--- config.mk ---
export PLATFORM = sky130hd
export DESIGN_NAME = addr_seq_gen
export DESIGN_NICKNAME = d
export VERILOG_FILES = /design/src/rtl/addr_seq_pkg.sv /design/src/rtl/addr_step.sv /design/src/rtl/addr_seq_gen.sv
export SDC_FILE = /design/constraint.sdc
export NUM_CORES = 1
export LEC_CHECK = 0
export CAP_MARGIN = 20
export CORE_UTILIZATION = 42
export DETAILED_ROUTE_END_ITERATION = 12
export GPL_TIMING_DRIVEN = 0
export PLACE_DENSITY = 0.66
export SLEW_MARGIN = 40
export SYNTH_ARGS = -nofsm -noshare
export SYNTH_HDL_FRONTEND = slang
export SYNTH_SLANG_ARGS = --single-unit
--- constraint.sdc ---
create_clock -name clk -period 4.17 [get_ports clk]
set_input_delay 0.834 -clock clk [delete_from_list [all_inputs] [get_ports clk]]
set_output_delay 0.834 -clock clk [all_outputs]
set_load 0.05 [all_outputs]
--- src/rtl/addr_seq_pkg.sv ---
// Shared types and constants for the address sequencer family.
// Imported by the sequencer control and its stepping datapath.
package addr_seq_pkg;

    typedef enum logic [1:0] {
        IDLE = 2'd0,
        RUN  = 2'd1,
        DONE = 2'd2
    } state_t;

    localparam logic DIR_UP   = 1'b0;
    localparam logic DIR_DOWN = 1'b1;

endpackage

--- src/rtl/addr_step.sv ---
// Combinational next-address step: addr +/- zero-extended stride.
// Wraps modulo 2^ADDR_W; shared with multi-channel sequencers.
module addr_step
    import addr_seq_pkg::*;
#(
    parameter int ADDR_W   = 16,
    parameter int STRIDE_W = 4
) (
    input  logic [ADDR_W-1:0]   addr_i,
    input  logic [STRIDE_W-1:0] stride_i,
    input  logic                dir_i,
    output logic [ADDR_W-1:0]   addr_o
);

    logic [ADDR_W-1:0] step;

    assign step   = ADDR_W'(stride_i);
    assign addr_o = (dir_i == DIR_DOWN) ? addr_i - step
                                        : addr_i + step;

endmodule

--- src/rtl/addr_seq_gen.sv ---
// Address sequencer: emits count addresses from start_addr over
// a valid/ready handshake, then pulses done for one cycle.
module addr_seq_gen
    import addr_seq_pkg::*;
#(
    parameter int ADDR_W   = 16,
    parameter int CNT_W    = 8,
    parameter int STRIDE_W = 4
) (
    input  logic                clk,
    input  logic                reset,
    input  logic                start,
    input  logic [ADDR_W-1:0]   start_addr,
    input  logic [CNT_W-1:0]    count,
    input  logic [STRIDE_W-1:0] stride,
    input  logic                dir,
    output logic [ADDR_W-1:0]   addr,
    output logic                addr_valid,
    input  logic                addr_ready,
    output logic                last,
    output logic                busy,
    output logic                done
);

    state_t              state_q, state_d;
    logic [ADDR_W-1:0]   addr_q, addr_d;
    logic [CNT_W-1:0]    rem_q, rem_d;
    logic [STRIDE_W-1:0] stride_q, stride_d;
    logic                dir_q, dir_d;
    logic [ADDR_W-1:0]   addr_nxt;

    addr_step #(
        .ADDR_W   (ADDR_W),
        .STRIDE_W (STRIDE_W)
    ) u_step (
        .addr_i   (addr_q),
        .stride_i (stride_q),
        .dir_i    (dir_q),
        .addr_o   (addr_nxt)
    );

    always_ff @(posedge clk or posedge reset) begin
        if (reset) begin
            state_q  <= IDLE;
            addr_q   <= '0;
            rem_q    <= '0;
            stride_q <= '0;
            dir_q    <= DIR_UP;
        end else begin
            state_q  <= state_d;
            addr_q   <= addr_d;
            rem_q    <= rem_d;
            stride_q <= stride_d;
            dir_q    <= dir_d;
        end
    end

    always_comb begin
        state_d  = state_q;
        addr_d   = addr_q;
        rem_d    = rem_q;
        stride_d = stride_q;
        dir_d    = dir_q;
        unique case (state_q)
            IDLE: begin
                if (start) begin
                    if (count != '0) begin
                        state_d  = RUN;
                        addr_d   = start_addr;
                        rem_d    = count;
                        stride_d = stride;
                        dir_d    = dir;
                    end else begin
                        state_d = DONE;
                    end
                end
            end
            RUN: begin
                if (addr_ready) begin
                    if (rem_q == CNT_W'(1)) begin
                        state_d = DONE;
                        rem_d   = '0;
                    end else begin
                        addr_d = addr_nxt;
                        rem_d  = rem_q - CNT_W'(1);
                    end
                end
            end
            DONE:    state_d = IDLE;
            default: state_d = IDLE;
        endcase
    end

    // Outputs decode registered state only; addr_ready never reaches them.
    always_comb begin
        addr_valid = 1'b0;
        last       = 1'b0;
        busy       = 1'b0;
        done       = 1'b0;
        unique case (state_q)
            RUN: begin
                addr_valid = 1'b1;
                last       = (rem_q == CNT_W'(1));
                busy       = 1'b1;
            end
            DONE: begin
                busy = 1'b1;
                done = 1'b1;
            end
            default: ;
        endcase
    end

    assign addr = addr_q;

endmodule

==> results.cfg <==
[critical_path]
reg2reg_depth = 13
critPathRequiredTime_ns = 3.34
path_class = flip-flop to output port
rrSetupSlack_ns = 0.77
reg2reg_to = addr[15]$_DFFE_PP0P_
crit_path_end_kind = output port
path_max_fanout = 5
start_kind = flip-flop
r2r-start = stride_q[2]$_DFFE_PP0P_
crit_arrival_ns = 2.60

[timing]
tns_ns = 0
period_share_pct = 82.3
slew_headroom_pct = 53.8
timing.fmax_ghz = 0.291
finalSetupViolCount = 0
slew_violations = 0
worst_pin_slew_ns = 0.692
finalHoldViolations = 0
rsz0062_at_grt = no
skew_ns = 0.00579
fin_crit_ns = 3.43

[synthesis]
synth_edf_count = 0
syn_nets = 333
ys_ff_latch = 31
ys_async_sr_fraction_pct = 100
synth_cells = 274
syn_area_um2 = 2430
yosys_warnings = 0
ys_types = 51
ys_seq_area_share_pct = 31.9
ys.flop_type = dfrtp_1
avgSynthCellArea_um2 = 8.88

[placed_design]
hpwlAfterDp_mm = 4.33
numPortBuffers = 52
routabilityCongestion = 0.818

[clocking]
cts_tree = done
cts.sinks = 31
ctsResizeCount = 0
cts_max_level = 2
clockRootBuffer = clkbuf_8
hold_buffers = 0
clk_latency_ns = 0.28
clock_path_buffers = 2
cts_setup_buffers = 0
clkTransAtPathRegs_ns = 0.07
cts_buffers = 5

[global_route]
grt_overflow_total = 0
grt_first_pass_wirelength_mm = 9.90
grt_pass1_vias = 2135
grt_util_all_layers_pct = 20.4
grt_antenna_before_repair = 0
grt_start_max_net_pins = 32

[final_layout]
fin_nets = 392
syn_to_final_growth_pct = 29.3
drive_gt1_share_pct = 8.08
antennaDiodeCount = 0
fin_util_pct = 56.8

[job]
cap_viol_max_count = 0

[detailed_routing]
routed_via_density = 5.42
first_pass_iters = 4
drt-total-wl_mm = 5.86
drt_iter0_markers = 53
ant_nets = 0
drc = 0
wl_per_cell_um = 14.4
vias = 2199

[floorplanning]
core_area_um2 = 5540
rows = 27
die_h_um = 78.1
die_area_um2 = 6100
die_w_um = 78.1
ios = 53
initial_core_util_pct = 43.9

[run_status]
status = finished, final reports clean

[min_path]
min_to = rem_q[1]$_DFFE_PP0P_
whs_path_depth = 2
min_from = rem_q[1]$_DFFE_PP0P_
min_path_type = flip-flop to flip-flop
[cell families (layout without fill, tap and decap cells)]
group | Yosys count | after routing | share of synthesized area [%]
and+or+nand+nor | 80 | 80 | 16.3
AOI/OAI and AO/OA | 77 | 77 | 20.3
DFF | 31 | 31 | 31.9
adders and majority gates | 26 | 26 | 13.7
buffers and inverters | 26 | 86 | 4.11
muxes | 21 | 21 | 9.00
xor gates and xnor gates | 13 | 13 | 4.68
[worst max-delay path, stage by stage (launching register included)]
cell and delay (ns):
dfrtp_1 0.44, nor3_2 0.27, nand2b_1 0.13, nor4b_2 0.40
and2_1 0.26, clkdlybuf4s50_1 0.82
[registers in the layout, indices dropped and copies added, names as in the netlist]
register	flops
addr	16
dir_q	1
rem_q	8
state_q	2
stride_q	4
[worst max-delay path by stage]
stage	depth (start not counted)	slack, ns	endpoint	from
after floorplan	13	1.17	addr[15]$_DFFE_PP0P_	stride_q[2]$_DFFE_PP0P_
after global placement	10	0.83	addr[3]$_DFFE_PP0P_	count[6]
after detailed placement	13	0.80	addr[15]$_DFFE_PP0P_	stride_q[2]$_DFFE_PP0P_
after CTS	5	0.74	last	rem_q[3]$_DFFE_PP0P_
after global routing	13	0.55	addr[15]$_DFFE_PP0P_	stride_q[2]$_DFFE_PP0P_
final	5	0.74	last	rem_q[3]$_DFFE_PP0P_
[layout by cell type (no fill, tap or decap), types with 2 or more instances in the layout]
cell / count
clkdlybuf4s50_1: 52
a21oi_1: 31
dfrtp_1: 31
nor2_1: 28
ha_1: 25
nand2_1: 14
mux2i_1: 14
inv_1: 14
o21ai_1: 13
xnor2_1: 11
clkbuf_1: 9
nand3_1: 7
clkbuf_8: 7
nor3_1: 6
mux2_2: 6
a21o_1: 5
o21ai_0: 5
a32oi_1: 5
nor4_1: 4
nand2b_1: 3
and3_1: 3
and2_1: 2
or2_1: 2
buf_2: 2
xor2_1: 2
nor2b_1: 2
a31oi_1: 2
a21oi_2: 2
or3_1: 2
[stage by stage]
stage	setup slack (ns)	instance area (um2)	std cells	hold slack, ns
6_report	0.739	3140	406	0.526
5_1_grt	0.550	3140	406	0.562
4_1_cts	0.740	3140	406	0.528
3_5_place_dp	0.800	3040	398	0.511
3_3_place_gp	0.827	3040	398	0.507
2_1_floorplan	1.17	2430	274	0.479
[per-layer routing]
metal	routed length (um)	track usage (%)	vias up
li1	-	-	1102
met1	2690	26.2	1036
met2	2800	34.8	54
met3	305	4.07	7
met4	53	5.37	0
met5	0	0	-
[cells in the mapped netlist (3+ instances only)]
master | count | area, um2
a21o_1 | 5 | 37.5
a21oi_1 | 31 | 155
a32oi_1 | 5 | 43.8
and3_1 | 3 | 18.8
clkbuf_1 | 8 | 30.0
dfrtp_1 | 31 | 776
ha_1 | 25 | 313
inv_1 | 15 | 56.3
mux2_2 | 6 | 67.6
mux2i_1 | 14 | 140
nand2_1 | 14 | 52.6
nand2b_1 | 3 | 18.8
nand3_1 | 7 | 35.0
nor2_1 | 28 | 105
nor3_1 | 6 | 30.0
nor4_1 | 4 | 25.0
o21ai_0 | 5 | 25.0
o21ai_1 | 13 | 65.1
xnor2_1 | 11 | 96.3
[cell type report]
cell class / count / area, um2
Buffer: 11 / 45.0
Tap cell: 72 / 90.1
Multi-Input combinational cell: 217 / 1560
Sequential cell: 31 / 776
Fill cell: 548 / 2400
Inverter: 15 / 56.3
Timing Repair Buffer: 52 / 520
Clock buffer: 8 / 100
Power is left out: the tool's default activity adds up to more than one toggle a clock period on the data nets, which glitch-free logic cannot reach.
==> RTL change, RTL diff (config.mk and constraints unchanged) <==
The 3 states of `state_t` get a one-hot encoding in 3 bits.
--- a/src/rtl/addr_seq_pkg.sv
+++ b/src/rtl/addr_seq_pkg.sv
@@ -3,8 +3,8 @@
 package addr_seq_pkg;
 
-    typedef enum logic [1:0] {
-        IDLE = 2'd0,
-        RUN  = 2'd1,
-        DONE = 2'd2
+    typedef enum logic [2:0] {
+        IDLE = 3'b001,
+        RUN  = 3'b010,
+        DONE = 3'b100
     } state_t;
 
Formal check against the unedited RTL: no difference found for any inputs over 4 cycles, from zero or initial values and one cycle with reset high; so few cycles prove little.
==> RTL change against the unedited design <==
Sequential cell count is 1 higher; synthesized area up 2.8%; routed wire length up 16%; cell area grew 2.3%; die area up 2.7%; final cell count up 5.9%; worst setup slack got worse by 0.37 ns; highest routed layer unchanged.
Power is left out: the tool's default activity adds up to more than one toggle a clock period on the data nets, which glitch-free logic cannot reach.
==> RTL change: results <==
{
  "largest_register_ffs": 16,
  "grt_max_degree": 33,
  "numPortBuffers": 52,
  "synth_fp_nets": 354,
  "clk_pin_slew_ns": 0.07,
  "vias_per_cell": 5.63,
  "avgRoutedWirePerCell_um": 15.8,
  "synth_ff_type": "dfrtp_1",
  "yosys_warnings": 0,
  "post_cts_buffers": 0,
  "grt_antenna_before_repair": 0,
  "cts_buffers": 5,
  "fin_cells": 430,
  "clk_latency_ns": 0.29,
  "dp_hpwl_mm": 5.14,
  "hp-class": "reg2reg",
  "ys_seq_elements": 32,
  "fin_nets": 413,
  "antenna_cells": 0,
  "synth_common_cells": "dfrtp_1 (31), nor2_1 (31), a21oi_1 (30), nand2_1 (27), o21ai_0 (26)",
  "critPathMaxStageDelay_ns": 0.80,
  "synth_seq_area_share_pct": 32.1,
  "cts_buffer_depth": 2,
  "grt_pass1_wl_mm": 11.4,
  "crit_slowest_cell": "clkdlybuf4s50_1",
  "synthTopCellsByArea": "dfrtp_1 (31%), ha_1 (11%), a21oi_1 (6.0%)",
  "synthesis.instances": 298,
  "ys_types": 50,
  "gp_congestion": 0.881,
  "clock_skew_ns": 0.00514,
  "grt_pass1_vias": 2400,
  "ys_async_sr_fraction_pct": 100,
  "cts_root_buffer": "clkbuf_8",
  "cts-htree-levels": 2,
  "drive_above_1_share_pct": 6.15,
  "post_cts_resized": 0,
  "status": "complete, no violations",
  "dpl.cell_count": 422,
  "gr-usage-all-layers_pct": 23.4,
  "path_max_fanout": 10,
  "relSlewSlack_pct": 52.9,
  "crit_arrival_ns": 2.96,
  "dr.pass1.iters": 4,
  "drtIter0Drc": 164
}
-- RTL change: logic make-up (layout without fill, tap and decap cells) --
logic type | count (synthesis) | in the layout | synth area share [%]
mux | 8 | 8 | 3.30
buf+inv | 24 | 84 | 3.70
simple gates | 110 | 110 | 22.2
xor+xnor | 10 | 10 | 3.50
flops | 32 | 32 | 32.1
compound gates | 91 | 91 | 23.4
fa+ha+maj | 23 | 23 | 11.8
-- RTL change: layer usage --
| metal | GRT usage (%) | share of wire [%] |
|---|---|---|
| met1 | 31.7 | 47 |
| met2 | 37.6 | 46 |
| met3 | 3.91 | 4.7 |
| met4 | 8.36 | 1.4 |
| met5 | 0 | 0 |
-- RTL change: layout make-up --
cell class,instances,area [um2]
buffer,11,43.8
clock buffer,6,72.6
clock inverter,2,35.0
fill,543,2390
inverter,13,48.8
multi-input combinational,242,1610
sequential,32,802
tap,72,90.1
timing repair buffer,52,520
-- RTL change: worst paths after layout --
path / from / end / slack (ns) / depth (start not counted)
hold / removal: rem_q[6] / rem_q[6] / 0.53 / 2
min in group asynchronous: reset / stride_q[1] / 0.97 / 2
setup / recovery: state_q[2] / busy / 0.37 / 7
hold reg to reg: rem_q[6] / rem_q[6] / 0.53 / 2
setup reg to reg: stride_q[0] / addr[13] / 1.10 / 11
max in group asynchronous: reset / addr[9] / 2.74 / 2
-- RTL change: worst max-delay path, delay by kind of cell, from the launching register on --
kind	cells	cell delay, ns
simple gates	3	0.45
flops	1	0.39
buf+inv	4	1.85
-- RTL change: stage by stage --
step | util (%) | hold WS, ns | cell area (um2) | worst slack (ns)
finish | 57.4 | 0.527 | 3220 | 0.373
global route | 57.4 | 0.569 | 3220 | 0.211
CTS | 57.4 | 0.530 | 3220 | 0.359
detailed placement | 55.5 | 0.514 | 3110 | 0.674
global placement | 55.5 | 0.500 | 3110 | 0.683
floorplan | - | 0.471 | 2500 | 1.29
